File: src/rtl/fpu_pkg.sv
// Shared single-precision FP constants, field layout and helper types.
// Optional feature macro: FP_MUL_RNE_EN (round-to-nearest-even; otherwise truncate).
package fpu_pkg;

    localparam int EXP_W   = 8;
    localparam int MAN_W   = 23;
    localparam int BIAS    = 127;
    localparam int EXP_MAX = 255;

    // Derived widths: 24x24 product, signed exponent sum with headroom, packed word
    localparam int PROD_W = 2 * (MAN_W + 1);
    localparam int ESUM_W = EXP_W + 2;
    localparam int FLT_W  = EXP_W + MAN_W + 1;

    // Packed-float field offsets
    localparam int SIGN_POS = EXP_W + MAN_W;
    localparam int EXP_LSB  = MAN_W;
    localparam int MAN_LSB  = 0;

    // Special-value field constants
    localparam logic [EXP_W-1:0] EXP_INF   = {EXP_W{1'b1}};
    localparam logic [EXP_W-1:0] EXP_ZERO  = {EXP_W{1'b0}};
    localparam logic [MAN_W-1:0] MAN_ZERO  = {MAN_W{1'b0}};

    // Signed exponent thresholds for the post-rounding range check
    localparam logic signed [ESUM_W-1:0] EXP_MAX_S = ESUM_W'(EXP_MAX);
    localparam logic signed [ESUM_W-1:0] EXP_MIN_S = ESUM_W'(0);
    localparam logic signed [ESUM_W-1:0] EXP_ONE_S = ESUM_W'(1);

    typedef struct packed {
        logic             sign;
        logic [EXP_W-1:0] exp;
        logic [MAN_W-1:0] man;
    } fp_word_t;

    // Normalized, not-yet-rounded operand held between the two stages
    typedef struct packed {
        logic                     sign;
        logic signed [ESUM_W-1:0] exp;
        logic [MAN_W-1:0]         mant;
`ifdef FP_MUL_RNE_EN
        logic                     guard;
        logic                     sticky;
`endif
        logic                     zero;
    } norm_t;

    function automatic fp_word_t pack_fp(input logic sign,
                                         input logic [EXP_W-1:0] exp,
                                         input logic [MAN_W-1:0] man);
        fp_word_t w;
        w.sign = sign;
        w.exp  = exp;
        w.man  = man;
        return w;
    endfunction

endpackage

File: src/rtl/fp_round_pack.sv
// Combinational rounding, exponent range check and IEEE-754 packing.
// Shared by the multiplier and adder result paths.
// Optional feature macro: FP_MUL_RNE_EN (round-to-nearest-even; otherwise truncate).
module fp_round_pack
    import fpu_pkg::*;
(
    input  logic                     sign,
    input  logic signed [ESUM_W-1:0] exp,
    input  logic [MAN_W-1:0]         mant,
`ifdef FP_MUL_RNE_EN
    input  logic                     guard,
    input  logic                     sticky,
`endif
    input  logic                     zero,
    output logic [FLT_W-1:0]         result,
    output logic                     ovf,
    output logic                     unf
);

    logic signed [ESUM_W-1:0] exp_rnd_s;
    logic [MAN_W-1:0]         mant_rnd_s;
    fp_word_t                 word_s;

`ifdef FP_MUL_RNE_EN
    logic inc_s;
    logic carry_s;

    // Round to nearest, ties to even; a mantissa carry-out bumps the exponent
    always_comb begin
        inc_s                = guard & (sticky | mant[0]);
        {carry_s, mant_rnd_s} = {1'b0, mant} + {{MAN_W{1'b0}}, inc_s};
        exp_rnd_s            = exp + $signed({{(ESUM_W-1){1'b0}}, carry_s});
    end
`else
    // Truncation: the normalized mantissa and exponent pass straight through
    always_comb begin
        mant_rnd_s = mant;
        exp_rnd_s  = exp;
    end
`endif

    // Range check in priority order: zero operand, overflow, underflow, normal
    always_comb begin
        word_s = pack_fp(sign, EXP_ZERO, MAN_ZERO);
        ovf    = 1'b0;
        unf    = 1'b0;
        if (zero) begin
            word_s = pack_fp(sign, EXP_ZERO, MAN_ZERO);
        end else if (exp_rnd_s >= EXP_MAX_S) begin
            word_s = pack_fp(sign, EXP_INF, MAN_ZERO);
            ovf    = 1'b1;
        end else if (exp_rnd_s <= EXP_MIN_S) begin
            // No subnormal output: flush to signed zero
            word_s = pack_fp(sign, EXP_ZERO, MAN_ZERO);
            unf    = 1'b1;
        end else begin
            word_s = pack_fp(sign, exp_rnd_s[EXP_W-1:0], mant_rnd_s);
        end
    end

    assign result = word_s;

endmodule

File: src/rtl/fp_mul_norm_round.sv
// Final FP multiplier stage: normalize the 48-bit product (stage 1), then
// round, range-check and pack (stage 2). Valid/ready on both sides.
// Optional feature macro: FP_MUL_RNE_EN (round-to-nearest-even; otherwise truncate).
module fp_mul_norm_round
    import fpu_pkg::*;
(
    input  logic                     clk,
    input  logic                     rst,
    input  logic                     in_valid,
    output logic                     in_ready,
    input  logic                     sign_in,
    input  logic signed [ESUM_W-1:0] exp_sum,
    input  logic [PROD_W-1:0]        prod,
    input  logic                     zero_in,
    output logic                     out_valid,
    input  logic                     out_ready,
    output logic [FLT_W-1:0]         result,
    output logic                     ovf,
    output logic                     unf
);

    norm_t            norm_s;
    norm_t            s1_r;
    logic             s1_valid_r;
    logic             s2_valid_r;
    logic [FLT_W-1:0] result_r;
    logic             ovf_r;
    logic             unf_r;
    logic             s2_advance_s;
    logic [FLT_W-1:0] rp_result_s;
    logic             rp_ovf_s;
    logic             rp_unf_s;

`ifndef FP_MUL_RNE_EN
    // Product bits below the kept mantissa only matter when rounding
    logic unused_prod_lsb_s;
    assign unused_prod_lsb_s = ^prod[PROD_W-3-MAN_W:0];
`endif

    // Stage 2 takes a new beat when empty or when its current one is consumed;
    // stage 1 accepts when empty or draining into stage 2.
    assign s2_advance_s = ~s2_valid_r | out_ready;
    assign in_ready     = ~s1_valid_r | s2_advance_s;

    // Normalize: product in [1,4) -> shift by one when the top bit is set
    always_comb begin
        norm_s      = '0;
        norm_s.sign = sign_in;
        norm_s.zero = zero_in;
        if (prod[PROD_W-1]) begin
            norm_s.mant   = prod[PROD_W-2 -: MAN_W];
            norm_s.exp    = exp_sum + EXP_ONE_S;
`ifdef FP_MUL_RNE_EN
            norm_s.guard  = prod[PROD_W-2-MAN_W];
            norm_s.sticky = |prod[PROD_W-3-MAN_W:0];
`endif
        end else begin
            norm_s.mant   = prod[PROD_W-3 -: MAN_W];
            norm_s.exp    = exp_sum;
`ifdef FP_MUL_RNE_EN
            norm_s.guard  = prod[PROD_W-3-MAN_W];
            norm_s.sticky = |prod[PROD_W-4-MAN_W:0];
`endif
        end
    end

    // Stage 1 register: captures the normalized beat on an input handshake
    always_ff @(posedge clk or posedge rst) begin
        if (rst) begin
            s1_valid_r <= 1'b0;
            s1_r       <= '0;
        end else if (in_ready) begin
            s1_valid_r <= in_valid;
            if (in_valid) begin
                s1_r <= norm_s;
            end
        end
    end

    fp_round_pack u_round_pack (
        .sign   (s1_r.sign),
        .exp    (s1_r.exp),
        .mant   (s1_r.mant),
`ifdef FP_MUL_RNE_EN
        .guard  (s1_r.guard),
        .sticky (s1_r.sticky),
`endif
        .zero   (s1_r.zero),
        .result (rp_result_s),
        .ovf    (rp_ovf_s),
        .unf    (rp_unf_s)
    );

    // Stage 2 register: holds the packed result stable until the consumer takes it
    always_ff @(posedge clk or posedge rst) begin
        if (rst) begin
            s2_valid_r <= 1'b0;
            result_r   <= '0;
            ovf_r      <= 1'b0;
            unf_r      <= 1'b0;
        end else if (s2_advance_s) begin
            s2_valid_r <= s1_valid_r;
            if (s1_valid_r) begin
                result_r <= rp_result_s;
                ovf_r    <= rp_ovf_s;
                unf_r    <= rp_unf_s;
            end
        end
    end

    assign out_valid = s2_valid_r;
    assign result    = result_r;
    assign ovf       = ovf_r;
    assign unf       = unf_r;

endmodule

File: config.mk
export PLATFORM = sky130hd
export DESIGN_NAME = fp_mul_norm_round
export DESIGN_NICKNAME = d
export VERILOG_FILES = /design/src/rtl/fpu_pkg.sv /design/src/rtl/fp_round_pack.sv /design/src/rtl/fp_mul_norm_round.sv
export SDC_FILE = /design/constraint.sdc
export NUM_CORES = 1
export LEC_CHECK = 0
export ABC_AREA = 1
export CORE_UTILIZATION = 25
export DETAILED_ROUTE_END_ITERATION = 16
export PLACE_DENSITY = 0.48
export SETUP_SLACK_MARGIN = 0.2
export SYNTH_ARGS = -nofsm -noshare
export SYNTH_HDL_FRONTEND = slang
export SYNTH_HIERARCHICAL = 1
export SYNTH_SLANG_ARGS = --single-unit
File: constraint.sdc
create_clock -name clk -period 2.8 [get_ports clk]
set_input_delay 0.56 -clock clk [delete_from_list [all_inputs] [get_ports clk]]
set_output_delay 0.56 -clock clk [all_outputs]
set_load 0.02 [all_outputs]
==> results of run 1 <==
-- cell families after synthesis --
family	after synthesis	synth area share, %
AO/OA/AOI/OAI	30	5.55
XOR/XNOR	3	0.698
adder cells (fa/ha/maj)	1	0.332
buffers and inverters	41	7.28
flip-flops	71	47.2
multiplexers	34	13.1
AND/OR/NAND/NOR	219	25.9
-- final cells by class --
class	count	area [um^2]	share of cell area [%]
clock inverter	2	35.0	0.704
tap	184	230	4.63
multi-input combinational	287	1720	34.5
sequential	71	1780	35.7
inverter	18	82.6	1.66
timing repair buffer	85	841	16.9
clock buffer	14	294	5.91
-- synthesized netlist by cell type --
| library cell | count | area [um^2] |
|---|---|---|
| bufinv_8 | 1 | 17.5 |
| inv_1 | 15 | 56.3 |
| nor3_1 | 1 | 5.00 |
| o31ai_1 | 22 | 165 |
| xnor2_1 | 2 | 17.5 |
| nand3_2 | 2 | 20.0 |
| ha_1 | 1 | 12.5 |
| buf_8 | 1 | 15.0 |
| a21oi_2 | 1 | 8.76 |
| or2_2 | 1 | 6.26 |
| clkinv_2 | 1 | 5.00 |
| nand3_1 | 38 | 190 |
| buf_6 | 5 | 56.3 |
| nand2_2 | 4 | 25.0 |
| dfrtp_1 | 71 | 1780 |
| mux2_2 | 5 | 56.3 |
| buf_4 | 9 | 67.6 |
| nand3b_1 | 6 | 45.0 |
| buf_12 | 1 | 20.0 |
| nand4_1 | 1 | 6.26 |
| nor2_2 | 13 | 81.3 |
| xor2_1 | 1 | 8.76 |
| nand2_1 | 86 | 323 |
| o21ai_0 | 6 | 30.0 |
| o21ai_1 | 1 | 5.00 |
| inv_2 | 1 | 3.75 |
| nand2_4 | 3 | 33.8 |
| nor2_1 | 64 | 240 |
| mux2_4 | 29 | 435 |
| buf_2 | 5 | 25.0 |
| clkbuf_1 | 2 | 7.51 |
-- per-stage QoR --
stage / setup slack [ns] / instance area [um^2] / hold slack [ns] / utilization (%) / power [mW]
3_3_place_gp: 0.450 / 4650 / 0.465 / 31.8 / 2.58
6_report: 0.459 / 4970 / 0.482 / 34.1 / 3.78
2_1_floorplan: 0.443 / 3770 / 0.449 / - / 2.14
3_5_place_dp: 0.451 / 4650 / 0.470 / 31.8 / 2.60
4_1_cts: 0.450 / 4970 / 0.485 / 34.1 / 3.84
5_1_grt: 0.423 / 4970 / 0.498 / 34.1 / 3.98
-- critical path: stages --
cell and delay (ns):
clkdlybuf4s50_1 0.45, inv_1 0.06, nand3_2 0.10, clkdlybuf4s50_1 0.61
-- sequential cells by signal, summed over array words and instances, names as in the netlist --
name        flops
ovf             1
unf             1
out_valid       1
result         32
s1_valid_r      1
s1_r           35
-- power by group --
group / switching (mW) / internal [mW]
Sequential: 0.148 / 1.24
Clock: 0.405 / 0.809
Combinational: 0.566 / 0.604
Total: 1.12 / 2.66
-- metal layers --
| layer | vias up | wire length, um | track usage [%] |
|---|---|---|---|
| met5 | - | 0 | 0 |
| met4 | 0 | 63 | 4.89 |
| met3 | 2 | 308 | 2.53 |
| met2 | 50 | 4010 | 18.7 |
| met1 | 1299 | 4450 | 16.8 |
| li1 | 1461 | - | - |
-- path summary, 6_finish.rpt --
check	end	slack, ns	cells past startpoint
setup / recovery	in_ready	0.46	4
hold / removal	s1_r[9]	0.48	2
setup reg to reg	result[22]	0.97	7
hold reg to reg	s1_r[9]	0.48	2
max in group asynchronous	out_valid	1.84	3
min in group asynchronous	result[14]	0.61	3
-- cell usage in the layout (no fill, tap or decap) --
cell type / netlist / routed
nand3b_1: 6 / 6
o21ai_1: 1 / 1
or2_2: 1 / 1
nand2_2: 4 / 4
clkinv_2: 1 / 2
xor2_1: 1 / 1
clkbuf_16: 0 / 9
inv_2: 1 / 2
bufinv_8: 1 / 1
nand3_1: 38 / 38
nand2_4: 3 / 3
nand3_2: 2 / 2
bufinv_16: 0 / 1
nor3_1: 1 / 1
nand4_1: 1 / 1
xnor2_1: 2 / 2
ha_1: 1 / 1
clkbuf_8: 0 / 5
clkdlybuf4s50_1: 0 / 76
buf_12: 1 / 1
o21ai_0: 6 / 6
inv_1: 15 / 14
dfrtp_1: 71 / 71
nor2_1: 64 / 64
o31ai_1: 22 / 22
buf_4: 9 / 8
a21oi_2: 1 / 1
nor2_2: 13 / 13
mux2_2: 5 / 5
mux2_4: 29 / 29
nand2_1: 86 / 86
==> out/results.txt, run 1 <==
Status = complete, no violations
Drt total wl = 8830 um
Post-DP HPWL = 6400 um
Post-synthesis sequential element count = 71
Worst Setup End Kind = primary output
Worst rel slew slack = 58.9%
MaxCap Viol Count = 0
Buffers on Ports = 76
Worst EP arrival = 1.78 ns
CTS H-tree depth = 3
# setup viols final = 0
Vias = 2812
Netlist cell types = 31
CTS root buf = clkbuf_16
Core ar. = 14600 um^2
Fin nets = 537
Worst Setup SP = out_ready
Min Clock Period, post-route = 2.34 ns
Final Instance Count excl. Fillers = 661
Die Wd = 125 um
Fraction of layout instances using a drive strength above 1 = 18.2%
Worst EP required = 2.24 ns
Cells after Synth = 399
RSZ-0062 raised after global routing = false
PostCTS Resize Cnt = 0
Drt wl/cell = 13.4 um
Maximum VDD drop = 308 uV
Postcts setup bufs = 0
FILL cells = 1476
Site Rows = 44
Hold Path Class = register to register
Hold_sp = s1_r[9]
Fmax = 427 MHz
Setup_tns = 0 ns
Ys Warns = 6
All-layer global routing usage = 12.2%
Register area share after synthesis = 47.2%
Leak = 2.32 nW
Worst reg2reg startpoint = s1_r[25]
Remaining Overflow, GRT = 0
Crit Path Class = input port to primary output
Final worst-path cycle share = 83.6%
Slew Viols, Final = 0
Tightest Pin Transition = 0.615 ns
CTS buffer count = 9
Avg Inst Size Synth = 9.44 um^2
Routability-driven placement congestion ratio = 0.764
Vias in the first global route = 2913
Sink Count = 71
Number of diodes = 0
Critical Path Start Type = input port
Worst-Skew Late Latency = 0.33 ns
Final Hold Viols = 0
Clock slew at reported path FFs = 0.05 ns
Hold Buf Count CTS = 0
Largest net degree at the start of global routing = 72
Placed insts = 645
CTS tree = built
Area Growth Syn to Fin = 32.1%
Vias per std cell = 4.25
Initial antenna violation count = 0
Clock Skews = 0.00963 ns
CTS max path bufs = 2
Initial Util = 25.8%
Final antenna-violating net count = 0
Die area = 15600 um^2
Power per cell area = 759 nW/um^2
Post-Syn Nets = 464
Mapped Area = 3770 um^2
DRC viols = 0
Die height = 125 um
First-pass GRT wire length = 15300 um
Pre-Repair DR Iteration Count = 4
Critical Path Fanout Max = 3
Starting DRT DRC Count = 149
Io pins = 100
(Power assumes the default switching activity.)
==> inputs of run 2 (changes only) <==
==> constraint.sdc (replaced) <==
create_clock -name clk -period 2.44 [get_ports clk]
set_input_delay 0.488 -clock clk [delete_from_list [all_inputs] [get_ports clk]]
set_output_delay 0.488 -clock clk [all_outputs]
set_load 0.02 [all_outputs]
==> out/results.txt, run 2 (synthesis results as in run 1) <==
Status = complete, no violations
Worst rel slew slack = 57.6%
Hold_ws = 0.482 ns
Clock slew at reported path FFs = 0.05 ns
Final worst-path cycle share = 90.2%
Die area = 15600 um^2
Buffers on Ports = 76
CP Cell Sequence = clkdlybuf4s50_1 > inv_1 > nand3_2 > clkdlybuf4s50_1
Die Wd = 125 um
Vias in the first global route = 2887
Drt wl/cell = 13.6 um
Pre-Repair DR Iteration Count = 4
RSZ-0062 raised after global routing = false
Leak = 2.33 nW
Worst setup endpoint = in_ready
# setup viols final = 0
Min Clock Period, post-route = 2.20 ns
CP bufs+invs = 3
Tightest Pin Transition = 0.633 ns
Fin nets = 536
Io pins = 100
Levels on crit path = 4
Critical Path Max Stage Delay = 0.61 ns
Max FFs per register = 35
Reg2Reg Setup Slack = 0.62 ns
Remaining Overflow, GRT = 0
Placed insts = 644
R2r worst-path depth = 5
Worst EP arrival = 1.71 ns
Crit Path Class = input port to primary output
Worst Setup End Kind = primary output
Initial antenna violation count = 0
Post-DP HPWL = 6360 um
FILL cells = 1496
Sink Count = 71
Area Growth Syn to Fin = 33.1%
CTS max path bufs = 2
Postcts setup bufs = 0
Critical Path Start Type = input port
Core ar. = 14600 um^2
Fraction of layout instances using a drive strength above 1 = 17.9%
CTS root buf = clkbuf_16
Final Instance Count excl. Fillers = 660
Worst Setup SP = out_ready
Die height = 125 um
Reg2reg end = result[23]
First-pass GRT wire length = 15100 um
Vias per std cell = 4.33
PostCTS Resize Cnt = 0
Starting DRT DRC Count = 147
Power per cell area = 886 nW/um^2
MaxCap Viol Count = 0
Initial Util = 25.8%
Site Rows = 44
CTS buffer count = 9
Setup_tns = 0 ns
Crit path max-delay cell type = clkdlybuf4s50_1
Commonest non-fill, non-tap cell in the layout = nand2_1
Most repeated library cell on the critical path = clkdlybuf4s50_1
Largest net degree at the start of global routing = 72
Fmax = 455 MHz
Delay-heaviest family, CP = buffers and inverters
Most flops, register = s1_r
Routability-driven placement congestion ratio = 0.763
Maximum VDD drop = 353 uV
Most frequent cells in the layout = nand2_1 (86), clkdlybuf4s50_1 (76), dfrtp_1 (71), nor2_1 (64), nand3_1 (38)
Drt total wl = 8950 um
Critical Path Fanout Max = 3
Final antenna-violating net count = 0
FF+latch area = 1780 um^2
WHS Path Cells = 2
CTS H-tree depth = 3
Hold Path Class = register to register
All-layer global routing usage = 12.3%
Clock Skews = 0.00507 ns
Util after Layout = 34.3%
CTS tree = built
Worst EP required = 1.95 ns
Number of diodes = 0
Area of the multi-input gates = 1720 um^2
Slew Viols, Final = 0
Worst reg2reg startpoint = s1_r[24]
Hold Buf Count CTS = 0
Design Power = 4.44 mW
Vias = 2861
DRC viols = 0
Final Hold Viols = 0
Worst-Skew Late Latency = 0.33 ns
## run 2: cell types whose count changed in the layout (fill, tap and decap cells not counted)
| cell | previous run | this run |
|---|---|---|
| buf_4 | 8 | 5 |
| clkinvlp_4 | 0 | 1 |
| clkbuf_8 | 5 | 4 |
| clkbuf_1 | 0 | 1 |
| bufinv_16 | 1 | 2 |
| inv_2 | 2 | 1 |
| buf_12 | 1 | 3 |
| clkinv_2 | 2 | 1 |
## run 2: where the power goes
part	total, mW	leakage [nW]	internal [mW]	switching (mW)
combinational	1.35	1.26	0.699	0.651
sequential	1.60	0.897	1.43	0.170
clock	1.49	0.169	1.01	0.484
total	4.44	2.33	3.13	1.30
## run 2: metal layers
metal | track usage (%) | vias up | routed length [um]
li1 | - | 1454 | -
met1 | 16.3 | 1324 | 4380
met2 | 18.5 | 64 | 3910
met3 | 2.19 | 19 | 369
met4 | 7.73 | 0 | 290
met5 | 0 | - | 0
## run 2: how the worst min path moves through the flow
stage	startpoint	endpoint	slack [ns]
finish	s1_r[15]	s1_r[15]	0.48
global route	s1_r[3]	s1_r[3]	0.49
CTS	s1_r[20]	s1_r[20]	0.48
detailed placement	s1_r[32]	s1_r[32]	0.47
global placement	s1_r[20]	s1_r[20]	0.47
floorplan	s1_r[32]	s1_r[32]	0.45
## run 2: area by class of cell
type | instances | area share, %
well taps | 184 | 4.59
inverters | 18 | 1.72
clock buffers | 14 | 5.67
clock inverters | 2 | 1.20
multi-input cells | 287 | 34.2
repair buffers | 84 | 17.1
flip-flops and latches | 71 | 35.5
## run 2: metrics by stage
stage	instance area (um^2)	setup WS (ns)
2_1_floorplan	3770	1.07
3_3_place_gp	4670	0.234
3_5_place_dp	4670	0.236
4_1_cts	5010	0.231
5_1_grt	5010	0.209
6_report	5010	0.240
## run 2: worst register-to-register path, delay by kind of cell (launching register included)
| kind | cells | cell delay, ns |
|---|---|---|
| DFF | 1 | 0.42 |
| muxes | 1 | 0.27 |
| and+or+nand+nor | 4 | 1.01 |
==> RTL edit 1 (settings of run 1) <==
Build with the macro `FP_MUL_RNE_EN` defined.
--- a/src/rtl/fpu_pkg.sv
+++ b/src/rtl/fpu_pkg.sv
@@ -1,5 +1,7 @@
 // Shared single-precision FP constants, field layout and helper types.
 // Optional feature macro: FP_MUL_RNE_EN (round-to-nearest-even; otherwise truncate).
+`define FP_MUL_RNE_EN
+
 package fpu_pkg;
 
     localparam int EXP_W   = 8;
Check against the original RTL: not equivalent (Yosys sat finds a counterexample within 4 cycles, from zero or initial values and one cycle with rst high).
==> RTL edit 1 against run 1 <==
Setup slack got worse by 0.46 ns. Total power up 16%. Sequential cell count is 2 higher. Area after synthesis up 27%. Design area rose by 41%. First-iteration DRC count is 40% higher. Synthesized cell count rose by 54%. Die area grew 27%. Sequential power up 3%. Wire length grew 51%. Worst hold slack improved by 0.0043 ns. Via count up 59%. Clock power up 9.9%.
==> RTL edit 1: results (changes against run 1) <==
GRT:
- The pin count of the biggest net entering global routing is 36 (-50%).
- The via count of the first global-routing pass is 4364 (+50%).
- The all-layer global routing usage is 14.38% (+2.1 points).
- The initial antenna violation count is 0 (unchanged).
- The global-route wire length before repair is 22.31 mm (+45%).

Logic synthesis:
- The proportion of register bits with asynchronous set or reset after synthesis is 100.0% (unchanged).
- The count of distinct cell types in the synthesized netlist is 42 (+35%).
- The count of synthesis-stage warnings from yosys was 6 (unchanged).
- The net count after synthesis is 681 (+47%).
- Yosys attributes the largest share of cell area to sky130_fd_sc_hd__dfrtp_1, sky130_fd_sc_hd__nand2_1, sky130_fd_sc_hd__nor2_1, sky130_fd_sc_hd__mux2_2, sky130_fd_sc_hd__nand3_1.
- The area share of the largest cell type after synthesis came to 38.14% (-9.0 points).
- The commonest cells after synthesis are sky130_fd_sc_hd__nand2_1, sky130_fd_sc_hd__nor2_1, sky130_fd_sc_hd__dfrtp_1, sky130_fd_sc_hd__inv_1, sky130_fd_sc_hd__nand3_1.
- The fraction of the yosys area taken by sequential cells is 38.14% (-9.0 points).

Layout:
- The number of flip-flops under the largest register name is 37 (+5.7%).
- The fraction of layout instances using a drive strength above 1 came to 26.28% (+8.0 points).
- The final-layout fill cell count is 1936 (+31%).
- The number of nets at the end of the flow is 843 (+57%).
- The final antenna diode count is 0 (unchanged).
- The most flop-heavy register is s1_r.

STA:
- The worst clock skew was 0.008519 ns (-0.001114 ns).
- The measured slew at the worst slew-check pin is 0.7809 ns (+0.1663 ns).

Clock tree:
- The TritonCTS buffer count is 9 (unchanged).
- The maximum buffer depth of the clock tree is 2 (unchanged).
- The cell at the root of the clock tree is sky130_fd_sc_hd__clkbuf_16.
- The clock insertion delay at the later pin of the skew report is 0.34 ns.

Route:
- The total vias in the final route was 4482 (+59%).
- The post-detailed-routing wire length is 13.36 mm (+51%).
- The initial DRC count is 208 (+40%).
- The DRC violations left is 0 (unchanged).

Setup path:
- On the critical path the largest part of the delay comes from simple AND/OR/NAND/NOR gates.
- The slowest stage of the critical path belongs to the cell sky130_fd_sc_hd__dfrtp_1.
- The maximum fanout along the worst path came to 7 (+4).
- The delay contributed by the slowest stage of the critical path is 0.37 ns (-0.24 ns).
- The data arrival at the endpoint of the critical path is 3.02 ns (+1.24 ns).

Pwr:
- The leakage power is 3.253 nW (+40%).
- The maximum vdd drop is 0.3005 mV (-2.6%).

Placement:
- The detailed placement HPWL is 10.53 mm (+64%).
- The count of input and output buffers came to 99 (+30%).
- The area after detailed placement is 6320 µm² (+36%).
- The weighted congestion at the end of routability-driven global placement came to 0.8833 (+16%).

Min path:
- The tightest min-delay check is of the register to register type.

Outcome:
- The run finished with clean final reports.

Run:
- The max-cap check violation count came to 0 (unchanged).
## RTL edit 1: cell count changes in the layout (fill, tap and decap cells not counted), sizes merged, moves of 9 or more
cell           delta
buf              +64
clkdlybuf4s50    +23
inv              +41
nand2            +73
nand3             +9
nor2             +45
o21ai            +12
## RTL edit 1: cells by family (layout without fill, tap and decap cells)
| logic type | Yosys count | count (layout) | synth area share [%] |
|---|---|---|---|
| multiplexers | 34 | 34 | 7.994 |
| AND/OR/NAND/NOR | 361 | 362 | 35.08 |
| buffers and inverters | 80 | 246 | 9.065 |
| XOR/XNOR | 7 | 7 | 1.280 |
| adder cells (fa/ha/maj) | 4 | 4 | 1.045 |
| flip-flops | 73 | 73 | 38.14 |
| AO/OA/AOI/OAI | 54 | 54 | 7.393 |
## RTL edit 1: cell type report
class / instances / area share [%]
Multi-Input combinational cell: 461 / 39.08
Sequential cell: 73 / 26.02
Timing Repair Buffer: 172 / 22.67
Tap cell: 234 / 4.170
Clock buffer: 10 / 3.403
Inverter: 58 / 3.172
Clock inverter: 6 / 1.497
## RTL edit 1: routing by layer
layer | vias to the layer above | share of wire [%] | track usage (%)
met5 | - | 0 | 0
met2 | 108 | 44 | 21.84
met3 | 17 | 4.8 | 3.145
met4 | 0 | 1.6 | 5.147
li1 | 2324 | - | -
met1 | 2033 | 50 | 19.96
## RTL edit 1: timing repair
| action | in CTS | in global routing |
|---|---|---|
| gates resized for setup | 16 | 35 |
| setup endpoints to repair | 32 | 33 |
| buffers inserted | 17 | 5 |
| pin swaps | 2 | 11 |
| hold endpoints to repair | 0 | 0 |
| cloned | 0 | 1 |
## RTL edit 1: path summary, 6_finish.rpt
path | startpoint | end | slack (ns) | cells after the start
worst max-delay path | s1_r[6] | result[12] | 0.003 | 18
max in group asynchronous | rst | result[2] | 1.61 | 3
worst min register to register | s1_r[36] | s1_r[36] | 0.49 | 2
worst max register to register | s1_r[6] | result[12] | 0.003 | 18
worst min-delay path | s1_r[36] | s1_r[36] | 0.49 | 2
min in group asynchronous | rst | result[21] | 0.63 | 2
## RTL edit 1: power by group
group	switching, mW	internal [mW]
Sequential	0.159	1.27
Clock	0.438	0.889
Combinational	0.829	0.786
Total	1.43	2.94
## RTL edit 1: per-stage QoR
step | setup TNS [ns] | instances | setup WS (ns) | util, % | total power, mW
3_5_place_dp | -2.982 | 975 | -0.1646 | 33.67 | 2.967
5_1_grt | -5.124 | 1014 | -0.2128 | 37.41 | 4.637
4_1_cts | -0.04438 | 1008 | -0.01166 | 36.52 | 4.363
3_3_place_gp | -0.4801 | 975 | -0.04214 | 33.67 | 2.952
2_1_floorplan | 0 | 613 | 0.04254 | - | 2.306
6_report | 0 | 1014 | 0.002735 | 37.41 | 4.369
==> RTL edit 2 (settings of run 1) <==
Made on the original files. Register the output `ovf` once more, with the module's reset; this adds one clock of latency there. The other outputs are not delayed to match.
--- a/src/rtl/fp_mul_norm_round.sv
+++ b/src/rtl/fp_mul_norm_round.sv
@@ -18,6 +18,8 @@
     output logic                     ovf,
     output logic                     unf
 );
+
+    logic ovf_d;
 
     norm_t            norm_s;
     norm_t            s1_r;
@@ -110,8 +112,16 @@
 
     assign out_valid = s2_valid_r;
     assign result    = result_r;
-    assign ovf       = ovf_r;
+    assign ovf_d     = ovf_r;
     assign unf       = unf_r;
+
+    always_ff @(posedge clk or posedge rst) begin
+        if (rst) begin
+            ovf <= '0;
+        end else begin
+            ovf <= ovf_d;
+        end
+    end
 
 endmodule
 
Function: changed (Yosys sat finds a counterexample within 4 cycles, from zero or initial values and one cycle with rst high).
==> RTL edit 2 against run 1 <==
Critical path depth is the same. Sequential cell count grew 1. Total power grew 5.3%. Wire length shrank 0.52%. Area after synthesis grew 0.66%. Count of clock-buffer cells in the layout shrank 4. Worst hold slack lost 0.093 ns. Clock power grew 16%. Design area grew 1.1%. Cell count shrank 0.30%. Setup slack gained 0.0082 ns. Non-clock buffer count shrank 3. Critical path type unchanged.
==> RTL edit 2: results (changes against run 1) <==
Logic synthesis:
- The xor and xnor fraction of the mapped netlist area is 0.6931% (-0.0046 points).
- The post-synthesis share of cell area spent on full adders, half adders and majority gates came to 0.3300% (-0.0022 points).
- Sorting the synthesized cells by area gives the leading types as sky130_fd_sc_hd__dfrtp_1, sky130_fd_sc_hd__mux2_4, sky130_fd_sc_hd__nand2_1, sky130_fd_sc_hd__nor2_1, sky130_fd_sc_hd__nand3_1.
- The post-synthesis instance total was 400 (+0.25%).
- By count the netlist is led by sky130_fd_sc_hd__nand2_1, sky130_fd_sc_hd__dfrtp_1, sky130_fd_sc_hd__nor2_1, sky130_fd_sc_hd__nand3_1, sky130_fd_sc_hd__mux2_4.
- The share of synthesized area spent on multiplexers was 12.97% (-0.086 points).
- The net count after synthesis is 465 (+0.22%).
- The fraction of the yosys area taken by sequential cells was 47.52% (+0.35 points).

Placement:
- The number of cells in the design after placement is 643 (-0.31%).
- The weighted congestion at the end of routability-driven global placement is 0.7640 (about the same).
- The detailed placement HPWL is 6.300 mm (-1.6%).
- The area after detailed placement came to 4661 µm² (+0.32%).

Pwr:
- The leakage power is 2.347 nW (+0.95%).
- The relative contribution of combinational cells to total power came to 29.3% (-1.7 points).
- The maximum vdd drop is 0.2835 mV (-8.1%).
- The share of power burned in the clock network is 35.2% (+3.0 points).

Route:
- The initial DRC count is 168 (+13%).
- The mean number of vias per cell is 4.294 (+0.95%).
- The post-detailed-routing wire length came to 8.788 mm (-0.52%).
- The detailed-route wire length on metal 1 is 4.594 mm (+3.3%).
- The met2 layer wire length in the routed design is 3.797 mm (-5.4%).

Outcome:
- The flow ran to the end, and the final reports show no timing, DRC or antenna violations.

GRT:
- The via count of the first global-routing pass is 2821 (-3.2%).
- The global-route wire length before repair is 14.92 mm (-2.7%).
- The met2 track demand over resource in global routing is 17.48% (-1.2 points).
- The all-layer global routing usage was 12.01% (-0.23 points).
- The met3 usage in global routing was 2.567% (+0.033 points).
- The met1 track demand over resource in global routing is 17.22% (+0.42 points).
- The pin count of the biggest net entering global routing is 73 (+1.4%).

STA:
- The measured slew at the worst slew-check pin came to 0.5899 ns (-0.02467 ns).
- The worst clock skew is 0.005660 ns (-0.003973 ns).
==> RTL edit 2: worst paths after layout <==
check	start	endpoint	slack, ns	cells after the start
worst max-delay path	out_ready	in_ready	0.47	4
worst max register to register	s1_r[24]	result[18]	0.98	5
min in group asynchronous	rst	result[18]	0.63	3
worst min register to register	ovf_d	ovf	0.39	0
max in group asynchronous	rst	s1_r[7]	1.85	3
worst min-delay path	ovf_d	ovf	0.39	0
==> RTL edit 2: logic make-up after synthesis <==
| logic type | Yosys count |
|---|---|
| AOI/OAI and AO/OA | 30 |
| xor gates and xnor gates | 3 |
| adders and majority gates | 1 |
| buffers and inverters | 41 |
| DFF | 72 |
| muxes | 34 |
| and+or+nand+nor | 219 |
==> RTL edit 2: layout make-up <==
class,instances,area [µm²],share of cell area (%)
tap,184,230.2,4.577
sequential,72,1802,35.82
timing repair buffer,82,830.8,16.52
clock buffer,10,239.0,4.751
multi-input combinational,287,1715,34.10
inverter,18,82.58,1.642
clock inverter,6,130.1,2.587
